==> config.mk <==
export PLATFORM = sky130hd
export DESIGN_NAME = regfile_mp
export DESIGN_NICKNAME = d
export VERILOG_FILES = /design/src/rtl/regfile_mp.sv
export SDC_FILE = /design/constraint.sdc
export NUM_CORES = 2
export LEC_CHECK = 0
export BUFFER_PORTS_ARGS = -buffer_cell sky130_fd_sc_hd__buf_2
export CAP_MARGIN = 20
export CORE_MARGIN = 10
export CORE_UTILIZATION = 55
export CTS_CLUSTER_SIZE = 28
export DETAILED_ROUTE_END_ITERATION = 8
export PLACE_DENSITY = 0.76
export SLEW_MARGIN = 20
export SYNTH_ARGS = -nofsm -noshare
export SYNTH_HDL_FRONTEND = slang
export SYNTH_SLANG_ARGS = --single-unit
==> constraint.sdc <==
create_clock -name clk -period 5.6 [get_ports clk]
set_clock_uncertainty 0.1 [all_clocks]
set_input_delay 0.28 -clock clk [delete_from_list [all_inputs] [get_ports clk]]
set_output_delay 0.28 -clock clk [all_outputs]
set_load 0.01 [all_outputs]
==> src/rtl/regfile_mp.sv <==
// Parametrised multi-port register file: prioritised multi-write, optional bypass and zero register.
// Read latency 0 (RD_REG=0) or 1 cycle (RD_REG=1); no backpressure, every port is serviced each cycle.
module regfile_mp #(
    parameter int WIDTH    = 32,
    parameter int DEPTH    = 32,
    parameter int NR       = 2,
    parameter int NW       = 1,
    parameter int ZERO_REG = 1,
    parameter int BYPASS   = 1,
    parameter int RD_REG   = 0,
    localparam int AW      = (DEPTH > 1) ? $clog2(DEPTH) : 1
) (
    input  logic                clk,
    input  logic                reset,
    input  logic [NW-1:0]       we,
    input  logic [NW*AW-1:0]    wa,
    input  logic [NW*WIDTH-1:0] wd,
    input  logic [NR*AW-1:0]    ra,
    output logic [NR*WIDTH-1:0] rd
);

    localparam logic [AW:0] DEPTH_W = (AW+1)'(DEPTH);

    logic [WIDTH-1:0] rf [DEPTH];
    logic [AW-1:0]    wa_a [NW];
    logic [WIDTH-1:0] wd_a [NW];
    logic [AW-1:0]    ra_a [NR];
    logic [WIDTH-1:0] raw  [NR];
    logic [NW-1:0]    wv;

    function automatic logic addr_ok(input logic [AW-1:0] a);
        return ({1'b0, a} < DEPTH_W) && !((ZERO_REG != 0) && (a == '0));
    endfunction

    for (genvar w = 0; w < NW; w++) begin : g_wunpack
        assign wa_a[w] = wa[w*AW +: AW];
        assign wd_a[w] = wd[w*WIDTH +: WIDTH];
    end

    for (genvar r = 0; r < NR; r++) begin : g_runpack
        assign ra_a[r] = ra[r*AW +: AW];
    end

    // Only effective writes may touch storage or the bypass path.
    always_comb begin
        wv = '0;
        for (int w = 0; w < NW; w++) begin
            wv[w] = reset && we[w] && addr_ok(wa_a[w]);
        end
    end

    // Ascending port order: the last assignment, i.e. highest-index port, wins on a conflict.
    always_ff @(posedge clk) begin
        if (!reset) begin
            for (int i = 0; i < DEPTH; i++) begin
                rf[i] <= '0;
            end
        end else begin
            for (int w = 0; w < NW; w++) begin
                if (wv[w]) begin
                    rf[wa_a[w]] <= wd_a[w];
                end
            end
        end
    end

    always_comb begin
        for (int r = 0; r < NR; r++) begin
            raw[r] = '0;
            if (addr_ok(ra_a[r])) begin
                raw[r] = rf[ra_a[r]];
                if (BYPASS != 0) begin
                    for (int w = 0; w < NW; w++) begin
                        if (wv[w] && (wa_a[w] == ra_a[r])) begin
                            raw[r] = wd_a[w];
                        end
                    end
                end
            end
        end
    end

    if (RD_REG != 0) begin : g_rreg
        logic [WIDTH-1:0] rq [NR];

        always_ff @(posedge clk) begin
            if (!reset) begin
                for (int r = 0; r < NR; r++) begin
                    rq[r] <= '0;
                end
            end else begin
                for (int r = 0; r < NR; r++) begin
                    rq[r] <= raw[r];
                end
            end
        end

        for (genvar r = 0; r < NR; r++) begin : g_out
            assign rd[r*WIDTH +: WIDTH] = reset ? rq[r] : '0;
        end
    end else begin : g_comb
        for (genvar r = 0; r < NR; r++) begin : g_out
            assign rd[r*WIDTH +: WIDTH] = reset ? raw[r] : '0;
        end
    end

endmodule

==> reports/results.tsv <==
stage	metric	value	unit
worst_setup_path	buffers plus inverters on the worst setup path	3	
floorplanning	die height	340.2	µm
synth	Synth top area share	0.5454	
placed_design	HPWL after detailed placement	112100	µm
worst_setup_path	crit path kind	input port to primary output	
clocking	sink count of the clock tree	1024	
floorplanning	starting density of the core	0.5541	
worst_setup_path	Worst path max stage delay	790	ps
timing	worst slew margin relative to its limit	0.1736	
synth	number of register bits inferred by synthesis	1024	
timing	final setup violation count	0	
global_route	first-pass GRT wire length	273200	µm
placed_design	number of port buffers	113	
timing	setup TNS after final layout	0	ps
timing	min setup slack post-route	1470	ps
synth	Ys Warns	0	
floorplanning	width of the chip	340.2	µm
route	vias post-DR	39403	
worst_setup_path	cell with the biggest individual delay on the critical path	sky130_fd_sc_hd__a211oi_2	
min_path	path class of the lowest-slack min-delay path	input port to register	
clocking	CTS tree	built	
timing	final worst path period share	0.7375	
floorplanning	core region area	0.1017	mm²
timing	RSZ-0062 raised after global routing	no	
clocking	H-tree levels	3	
synth	Mapped Cells	3986	
route	final routed wirelength across all metal layers	192500	µm
global_route	number of antenna violations at the first check in global routing	18	
floorplanning	Total Die Area	0.1157	mm²
timing	Worst Max-Slew Pin Slew	1237	ps
power_and_ir_drop	leakage power	21.62	nW
clocking	hold buffer count at cts	0	
clocking	maximum buffer depth of the clock tree	3	
synth	Synth async-reset ratio	0	
timing	Final Hold Fails	0	
floorplanning	number of standard-cell rows in the floorplan	117	
power_and_ir_drop	PwrDens	300.6	mW/mm²
worst_setup_path	worst-path cell chain	clkbuf_8 -> and2_2 -> buf_4 -> a221oi_1 -> nor3_1 -> o32a_1 -> a211oi_2 -> buf_2	
worst_setup_path	kind of start point of the critical path	input port	
synth	Netlist Area Pre-Place	0.05638	mm²
floorplanning	I/O pin total	114	
power_and_ir_drop	worst vdd rail ir drop	291.4	µV
timing	fmax	242.1	MHz
route	number of nets still failing antenna checks after routing	0	
clocking	CTS clk-pin slew, worst paths	60	ps
worst_setup_path	required time at the worst-slack endpoint	5220	ps
timing	number of pins with negative max-slew slack in the final report	0	
layout	final layout net count	3992	
route	final routed wire length divided by cell count	35.66	µm
synth	largest cells by area after synthesis	sky130_fd_sc_hd__edfxtp_1, sky130_fd_sc_hd__mux4_2, sky130_fd_sc_hd__and2_1, sky130_fd_sc_hd__mux2i_1, sky130_fd_sc_hd__clkbuf_1	
layout	Reg with most FFs	rf	
layout	Regs by FF count	rf (1024)	
placed_design	GP Congestion	0.9403	
clocking	root buf cell	sky130_fd_sc_hd__clkbuf_16	
layout	end-of-flow core utilization	0.6083	
synth	syn avg cell area	14.14	µm²
layout	post-route design area	0.06189	mm²
run_status	status	finished, final reports clean	
synth	count of flip-flops with a built-in enable after synthesis	1024	
global_route	number of global-route vias before repair	38897	
synth	post-synthesis share of cell area spent on xor and xnor gates	0.001553	
synth	Main synth FF type	sky130_fd_sc_hd__edfxtp_1	
global_route	maximum number of pins on one net before global-route repair	83	
synth	sequential cell area fraction in the yosys report	0.5454	
route	DRC marker count from the first detailed-route iteration	7101	
synth	biggest area consumer among synthesized cells	sky130_fd_sc_hd__edfxtp_1	
worst_setup_path	delay-heaviest family, CP	compound AO/OA/AOI/OAI gates	
min_path	start point of the worst min-delay path	wd[29]	
synth	count of different cell masters after synthesis	66	
layout	proportion of layout cells with a drive suffix above 1	0.2343	
synth	area share of fa/ha/maj cells after synthesis	0	
layout	flip-flop count of the largest register after layout	1024	
route	DRC	0	
worst_setup_path	Critical Path Sink Type	primary output	
worst_setup_path	arrival time of the worst setup path	3750	ps
route	vias per inst	7.300	
synth	dominant combinational cell family by area after synthesis	multiplexers	
timing	Final min period	4130	ps
placed_design	placed cell areas	0.05839	mm²
synth	area fraction in compound gates after synthesis	0.06793	
synth	share of synthesized area spent on multiplexers	0.2146	
clocking	number of gates given a new drive strength after cts	0	
global_route	gr ovfl total	0	
placed_design	worst slack at placement	1512	ps
worst_setup_path	critical path peak fanout	64	
layout	signed area change from the synthesized netlist to the final layout	9.776	%
clocking	CTS buffer count	105	
global_route	global-route usage over all layers	0.3242	
route	drt first pass iters	7	
synth	Simple-Gate Fraction of Synth Area	0.1306	
job	number of max-cap violations	0	
worst_setup_path	beginning of the critical path	ra[6]	
clocking	Post-CTS Setup Repair Bufs	0	
## layer usage
layer  global-route usage  share of wire  vias up  wire length [µm]
li1                     -              -    15249                 -
met4               0.1570          0.058       28             11190
met3               0.1279           0.17      747             32680
met5             0.003331         0.0011        -               218
met1               0.4260           0.34    19640             66040
met2               0.4678           0.43     3739             82360
## placed cells by master (no fill, tap or decap), drive strengths merged, types with 11 or more instances in the layout
master,Yosys,routed
nor2,88,88
a221oi,76,76
a21oi,33,33
mux4,363,363
a22oi,20,20
nand2,71,71
a32oi,18,18
o21ai,125,125
bufinv,0,11
o32ai,14,14
a31oi,19,19
o22ai,100,100
nor3,23,23
buf,142,247
a311o,13,13
clkinv,2,41
and2,997,997
a211o,18,18
mux2i,285,285
conb,1,32
edfxtp,1024,1024
mux2,94,94
or3,12,12
o221ai,46,46
clkbuf,287,134
a221o,17,17
nor3b,17,17
## cell type report
class                      count  area (µm²)
inverter                       8       35.03
antenna                        5       12.51
sequential                  1024       30750
timing repair buffer         248        1901
clock buffer                 133        2818
multi-input combinational   2555       24110
tap                         1368        1712
clock inverter                57       551.8
fill                        7511       39850
## cells in the mapped netlist (55+ instances only)
cell type / n
sky130_fd_sc_hd__edfxtp_1: 1024
sky130_fd_sc_hd__and2_1: 997
sky130_fd_sc_hd__mux4_2: 359
sky130_fd_sc_hd__clkbuf_1: 285
sky130_fd_sc_hd__mux2i_1: 285
sky130_fd_sc_hd__o21ai_0: 113
sky130_fd_sc_hd__o22ai_1: 100
sky130_fd_sc_hd__mux2_2: 94
sky130_fd_sc_hd__nor2_1: 88
sky130_fd_sc_hd__nand2_1: 71
sky130_fd_sc_hd__a221oi_1: 65
sky130_fd_sc_hd__buf_2: 55
## where the power goes
part	internal, W	switching, W	leakage, nW
sequential	0.00886	0.000223	9.75
clock	0.00404	0.00302	1.65
combinational	0.000926	0.00154	10.2
## logic make-up after synthesis
| group | count (synthesis) |
|---|---|
| and+or+nand+nor | 1241 |
| muxes | 742 |
| DFF | 1024 |
| other | 1 |
| AOI/OAI and AO/OA | 530 |
| xor gates and xnor gates | 10 |
| buffers and inverters | 438 |
## through the flow
step,cells,hold slack (ps),total power [W]
2_1_floorplan,4017,378.2,0.01067
3_3_place_gp,5191,845.2,0.01152
3_5_place_dp,5198,849.0,0.01158
4_1_cts,5388,116.3,0.01849
5_1_grt,5395,155.7,0.01897
6_report,5398,160.3,0.01861
## path summary, 6_finish.rpt
kind  depth (start not counted)                       end  slack (ps)
min                           2  rf[16][29]$_SDFFCE_PN0P_         160
max                           8                    rd[52]        1470
Power figures use the tool's default switching activity.
